**config.mk**
```make
export PLATFORM = sky130hd
export DESIGN_NAME = conv2_maxpool_relu_flat
export DESIGN_NICKNAME = d
export VERILOG_FILES = /design/src/rtl/conv2_maxpool_relu_if.sv /design/src/rtl/conv2_maxpool_relu.sv /design/src/flat_wrapper.sv
export SDC_FILE = /design/constraint.sdc
export NUM_CORES = 1
export LEC_CHECK = 0
export BUFFER_PORTS_ARGS = -buffer_cell sky130_fd_sc_hd__buf_4
export CAP_MARGIN = 30
export CORE_UTILIZATION = 35
export CTS_CLUSTER_SIZE = 24
export DETAILED_ROUTE_END_ITERATION = 16
export PLACE_DENSITY = 0.49
export SYNTH_ARGS = -nofsm -noshare
export SYNTH_HDL_FRONTEND = slang
export SYNTH_SLANG_ARGS = --single-unit
```
**constraint.sdc**
```tcl
create_clock -name clk -period 12 [get_ports clk]
set_input_delay 2.4 -clock clk [delete_from_list [all_inputs] [get_ports clk]]
set_output_delay 2.4 -clock clk [all_outputs]
set_load 0.1 [all_outputs]
```
**src/rtl/conv2_maxpool_relu_if.sv**
```systemverilog
// Bus between the conv2 sum stream, the ReLU/2x2 max-pool block and the fully connected stage.
interface conv2_maxpool_relu_if #(
  parameter int unsigned CONV_BIT = 14,
  parameter int unsigned OUT_BIT  = 12
);
  logic                       valid_in;
  logic signed [CONV_BIT-1:0] conv_in_1;
  logic signed [CONV_BIT-1:0] conv_in_2;
  logic signed [CONV_BIT-1:0] conv_in_3;
  logic [OUT_BIT-1:0]         pool_out_1;
  logic [OUT_BIT-1:0]         pool_out_2;
  logic [OUT_BIT-1:0]         pool_out_3;
  logic                       valid_out;
  logic                       frame_done;

  modport master (
    output valid_in, conv_in_1, conv_in_2, conv_in_3,
    input  pool_out_1, pool_out_2, pool_out_3, valid_out, frame_done
  );

  modport slave (
    input  valid_in, conv_in_1, conv_in_2, conv_in_3,
    output pool_out_1, pool_out_2, pool_out_3, valid_out, frame_done
  );
endinterface

```
**src/rtl/conv2_maxpool_relu.sv**
```systemverilog
// ReLU + non-overlapping 2x2 max-pool over three conv2 channels, 12-bit unsigned output.
// Optional macro CONV2_POOL_SAT_EN: saturate to 12 bits instead of halving.
module conv2_maxpool_relu #(
  parameter int unsigned CONV_BIT  = 14,
  parameter int unsigned OUT_BIT   = 12,
  parameter int unsigned IN_WIDTH  = 8,
  parameter int unsigned IN_HEIGHT = 8
) (
  input logic                clk,
  input logic                rst,
  conv2_maxpool_relu_if.slave bus
);

  localparam int unsigned NCH    = 3;
  localparam int unsigned R_W    = CONV_BIT - 1;
  localparam int unsigned HALF_W = IN_WIDTH / 2;
  localparam int unsigned COL_W  = (IN_WIDTH > 2) ? $clog2(IN_WIDTH) : 2;
  localparam int unsigned ROW_W  = $clog2(IN_HEIGHT);
  localparam int unsigned IDX_W  = COL_W - 1;

  typedef enum logic {EVEN_ROW, ODD_ROW} state_t;

  state_t               state;
  state_t               state_nxt;
  logic [COL_W-1:0]     col;
  logic [ROW_W-1:0]     row;
  logic                 col_last;
  logic                 row_last;
  logic [IDX_W-1:0]     idx;

  logic signed [CONV_BIT-1:0] conv   [NCH];
  logic [R_W-1:0]             relu   [NCH];
  logic [R_W-1:0]             hold   [NCH];
  logic [R_W-1:0]             line   [NCH][HALF_W];
  logic [OUT_BIT-1:0]         pool_q [NCH];
  logic                       valid_q;
  logic                       done_q;

  function automatic logic [R_W-1:0] vmax(input logic [R_W-1:0] a, input logic [R_W-1:0] b);
    return (a > b) ? a : b;
  endfunction

  function automatic logic [OUT_BIT-1:0] fmt(input logic [R_W-1:0] v);
`ifdef CONV2_POOL_SAT_EN
    return (v > R_W'((1 << OUT_BIT) - 1)) ? '1 : OUT_BIT'(v);
`else
    return OUT_BIT'(v >> 1);
`endif
  endfunction

  assign conv[0] = bus.conv_in_1;
  assign conv[1] = bus.conv_in_2;
  assign conv[2] = bus.conv_in_3;

  assign col_last = (col == COL_W'(IN_WIDTH - 1));
  assign row_last = (row == ROW_W'(IN_HEIGHT - 1));
  assign idx      = col[COL_W-1:1];

  // Negative sums clamp to zero; the sign bit is dropped from the kept magnitude.
  always_comb begin
    for (int ch = 0; ch < NCH; ch++) begin
      relu[ch] = conv[ch][CONV_BIT-1] ? '0 : conv[ch][R_W-1:0];
    end
  end

  always_ff @(posedge clk or posedge rst) begin
    if (rst) state <= EVEN_ROW;
    else     state <= state_nxt;
  end

  // Row parity follows every column wrap.
  always_comb begin
    state_nxt = state;
    if (bus.valid_in && col_last) begin
      state_nxt = (state == EVEN_ROW) ? ODD_ROW : EVEN_ROW;
    end
  end

  always_ff @(posedge clk or posedge rst) begin
    if (rst) begin
      col <= '0;
      row <= '0;
    end else if (bus.valid_in) begin
      col <= col_last ? '0 : col + COL_W'(1);
      if (col_last) row <= row_last ? '0 : row + ROW_W'(1);
    end
  end

  // Even rows fold pairs into the line buffer; odd rows merge with it and emit.
  always_ff @(posedge clk or posedge rst) begin
    if (rst) begin
      valid_q <= 1'b0;
      done_q  <= 1'b0;
      for (int ch = 0; ch < NCH; ch++) begin
        hold[ch]   <= '0;
        pool_q[ch] <= '0;
        for (int k = 0; k < HALF_W; k++) line[ch][k] <= '0;
      end
    end else begin
      valid_q <= 1'b0;
      done_q  <= 1'b0;
      if (bus.valid_in) begin
        for (int ch = 0; ch < NCH; ch++) begin
          if (state == EVEN_ROW) begin
            if (!col[0]) hold[ch]      <= relu[ch];
            else         line[ch][idx] <= vmax(hold[ch], relu[ch]);
          end else begin
            if (!col[0]) hold[ch]   <= vmax(line[ch][idx], relu[ch]);
            else         pool_q[ch] <= fmt(vmax(hold[ch], relu[ch]));
          end
        end
        if (state == ODD_ROW && col[0]) begin
          valid_q <= 1'b1;
          done_q  <= row_last && col_last;
        end
      end
    end
  end

  assign bus.pool_out_1 = pool_q[0];
  assign bus.pool_out_2 = pool_q[1];
  assign bus.pool_out_3 = pool_q[2];
  assign bus.valid_out  = valid_q;
  assign bus.frame_done = done_q;

endmodule

```
**src/flat_wrapper.sv**
```systemverilog
// flat-port wrapper written by rule: the top's interface ports become plain ports
module conv2_maxpool_relu_flat 
#(
  parameter int unsigned CONV_BIT  = 14,
  parameter int unsigned OUT_BIT   = 12,
  parameter int unsigned IN_WIDTH  = 8,
  parameter int unsigned IN_HEIGHT = 8
)
  (clk, rst, bus_valid_in, bus_conv_in_1, bus_conv_in_2, bus_conv_in_3, bus_pool_out_1, bus_pool_out_2, bus_pool_out_3, bus_valid_out, bus_frame_done);
  conv2_maxpool_relu_if #(.CONV_BIT(CONV_BIT), .OUT_BIT(OUT_BIT)) bus_i ();
  input logic clk;
  input logic rst;
  input wire logic [$bits(bus_i.valid_in)-1:0] bus_valid_in;
  input wire logic [$bits(bus_i.conv_in_1)-1:0] bus_conv_in_1;
  input wire logic [$bits(bus_i.conv_in_2)-1:0] bus_conv_in_2;
  input wire logic [$bits(bus_i.conv_in_3)-1:0] bus_conv_in_3;
  output wire logic [$bits(bus_i.pool_out_1)-1:0] bus_pool_out_1;
  output wire logic [$bits(bus_i.pool_out_2)-1:0] bus_pool_out_2;
  output wire logic [$bits(bus_i.pool_out_3)-1:0] bus_pool_out_3;
  output wire logic [$bits(bus_i.valid_out)-1:0] bus_valid_out;
  output wire logic [$bits(bus_i.frame_done)-1:0] bus_frame_done;
  assign bus_i.valid_in = bus_valid_in;
  assign bus_i.conv_in_1 = bus_conv_in_1;
  assign bus_i.conv_in_2 = bus_conv_in_2;
  assign bus_i.conv_in_3 = bus_conv_in_3;
  assign bus_pool_out_1 = bus_i.pool_out_1;
  assign bus_pool_out_2 = bus_i.pool_out_2;
  assign bus_pool_out_3 = bus_i.pool_out_3;
  assign bus_valid_out = bus_i.valid_out;
  assign bus_frame_done = bus_i.frame_done;
  conv2_maxpool_relu #(.CONV_BIT(CONV_BIT), .OUT_BIT(OUT_BIT), .IN_WIDTH(IN_WIDTH), .IN_HEIGHT(IN_HEIGHT)) u_core (.clk(clk), .rst(rst), .bus(bus_i));
endmodule
```
==> flow_summary.toml <==
[outcome]
status = "finished clean"

[sta]
fin_crit_ns = 5.21
final_max_slew_viol_count = 0
slew_headroom_pct = 39.6
hold_viol_final = 0
tns_ns = 0
finalCritPeriodShare_pct = 43.4
fin_worst_skew_ns = 0.0105
worst_pin_slew_ns = 0.905
max_freq_ghz = 0.192
holdWs_ns = 0.486
setup_ws_ns = 6.79
grt_setup_unrepaired = "false"
finalSetupViolCount = 0

[clock_tree]
cts_buffers = 30
cts_setup_buffers = 0
clk-insertion-delay-late_ns = 0.57
cts_sinks = 240
cts.reportedPaths.clkPinSlew_ns = 0.06
cts_tree = "done"
clockBufferDepth = 3
post_cts_resized = 0
holdBufCountCts = 0
htreeDepth = 1
cts-root-buf = "clkbuf_16"

[place]
place_congestion = 0.768
io_buffer_count = 82
placed_area_um2 = 14900
dp_hpwl_um = 25100
dp_slack_ns = 6.22

[synthesis]
synth.distinct_cells = 57
ys_ff_latch = 240
synth.largest_area_cell = "dfrtp_1"
synth-simple-area-share_pct = 18.3
synthArstFlopShare_pct = 100
synthesis.instances = 1386
synth-seq-area-share_pct = 43.2
syn_area_per_cell_um2 = 10.0
synthTopCellsByCount = "dfrtp_1, nand2_1, nand3_1"
synth.area.top_cells = "dfrtp_1, ha_1, nand3_1"
synthAdderAreaFrac_pct = 7.37
synth_edf_count = 0
synth_top_area_share_pct = 43.2
synth_area_um2 = 13900
synth_nets = 1513
synth.most_common_cell = "dfrtp_1"
yosys_warnings = 0
synth-xor-area-share_pct = 0.0629
synthMuxAreaShare_pct = 9.76
synth_compound_area_share_pct = 16.7
synth_top_family_by_area = "simple AND/OR/NAND/NOR gates"
synth_flop_cell = "dfrtp_1"

[grt]
global_route.usage.met2_pct = 33.6
grt_use_met1_pct = 29.0
grt_pass1_wl_um = 66100
grt.total_usage_pct = 20.5
grt_max_degree = 115
grt_pass1_vias = 11200
overflow = 0
antenna_found_initial = 0
met3_usage_pct = 2.66
top_usage_layer = "met2"

[pwr]
p_seq_share_pct = 30.5
netSwitchingPower_mw = 2.21
intPower_mw = 2.64
power_density_nw_per_um2 = 303
swShare_pct = 45.5
comb_power_share_pct = 48.1
clockPowerShare_pct = 21.3
peakVddDrop_v = 0.000176
leakagePower_nw = 7.05

[die]
die_h_um = 201
dieArea_um2 = 40600
num_rows = 72
io_pins = 83
initial_core_util_pct = 35.8
die_x_um = 201
coreArea_um2 = 38900

[route]
drtIter0Drc = 691
ant_nets = 0
drc_errors = 0
drt-pass1-iter-count = 5
vias = 11200
wirelength_um = 41100
wl_per_cell_um = 21.1
viasPerCell = 5.76

[critical_path]
rrSetupSlack_ns = 7.72
arrival_ns = 5.66
path_class = "in2reg"
ff2ff_path_depth = 9
r2r-end = "u_core.hold[11]"
crit_required_ns = 12.45
crit_fanout = 79
r2r-start = "u_core.col[1]"
start_kind = "input port"
worst_setup_path_end_kind = "flip-flop"
cp-startpoint = "bus_conv_in_2[13]"
crit_end = "u_core.line[92]"

[finish]
num-nets-final = 1529
multi_input_area_um2 = 7320
regArea_um2 = 6010
fin_util_pct = 41.1
n_antenna_cell = 0
layout-drive-gt1-share_pct = 18.0
fillCellCount = 3808
fin_area_um2 = 16000
syn_to_final_growth_pct = 15.0

[job]
maxCapViolations = 0

[min_path]
min_path_type = "reg2reg"
==> stage by stage <==
step | total power [mW] | std cells
final | 4.85 | 1943
after global routing | 5.20 | 1943
after CTS | 4.90 | 1943
after detailed placement | 3.85 | 1888
after global placement | 3.79 | 1887
after floorplan | 3.28 | 1386
==> registers in the layout, indices dropped and copies added, names as in the netlist <==
signal,count
u_core.hold,39
u_core.bus.pool_out_3,12
u_core.row,3
u_core.bus.pool_out_2,12
u_core.bus.pool_out_1,12
u_core.state,1
u_core.line,156
u_core.col,3
u_core.bus.frame_done,1
u_core.bus.valid_out,1
==> power groups by stage <==
stage	Sequential [mW]	Combinational, mW	Clock [mW]
6_report	1.48	2.33	1.03
5_1_grt	1.54	2.58	1.09
4_1_cts	1.48	2.36	1.06
3_5_place_dp	1.49	2.35	0
3_3_place_gp	1.49	2.30	0
2_1_floorplan	1.77	1.51	0
==> kinds of logic (layout without fill, tap and decap cells) <==
logic type	after synthesis	after routing
and+or+nand+nor	541	541
AOI/OAI and AO/OA	300	300
DFF	240	240
buffers and inverters	143	182
adders and majority gates	82	82
muxes	79	79
xor gates and xnor gates	1	1
==> worst max-delay path: stages <==
cell and delay (ns):
buf_4 0.16, nand2b_1 0.33, ha_1 0.40, nand3_1 0.07, a21boi_0 0.31, o31ai_2 0.15, a21boi_4 0.65, buf_4 0.71
nor3_1 0.11, a211o_1 0.29
==> layout by cell type (no fill, tap or decap), drive strengths merged, types with 5 or more instances in the layout <==
cell type,n
o311ai,152
and3,24
nand3,176
nand4,11
a21o,11
nor2,37
buf,105
clkbuf,41
nor3,30
inv,21
ha,82
nand2,209
mux2,37
clkinv,6
o21ai,41
a21boi,5
dfrtp,240
nand2b,40
bufinv,7
mux4,39
a21oi,42
a211o,24
==> area by class of cell <==
type / instances / share of cell area [%]
sequential: 240 / 37.5
clock inverter: 14 / 1.56
tap: 518 / 4.05
clock buffer: 41 / 5.52
timing repair buffer: 105 / 5.05
multi-input combinational: 1003 / 45.7
inverter: 22 / 0.563
==> per-layer routing <==
| layer | share of wire [%] | vias to the layer above |
|---|---|---|
| li1 | - | 5293 |
| met1 | 47 | 5582 |
| met2 | 47 | 261 |
| met3 | 3.8 | 49 |
| met4 | 1.6 | 0 |
| met5 | 0 | - |
==> how the worst min path moves through the flow <==
stage / to / startpoint / slack (ns) / cells after the start
2_1_floorplan: u_core.line[26] / u_core.line[26] / 0.45 / 2
3_3_place_gp: u_core.line[102] / u_core.line[102] / 0.47 / 1
3_5_place_dp: u_core.line[98] / u_core.line[98] / 0.47 / 1
4_1_cts: u_core.line[44] / u_core.line[44] / 0.49 / 1
5_1_grt: u_core.line[41] / u_core.line[41] / 0.50 / 1
6_report: u_core.line[98] / u_core.line[98] / 0.49 / 1
Power figures use the tool's default switching activity.
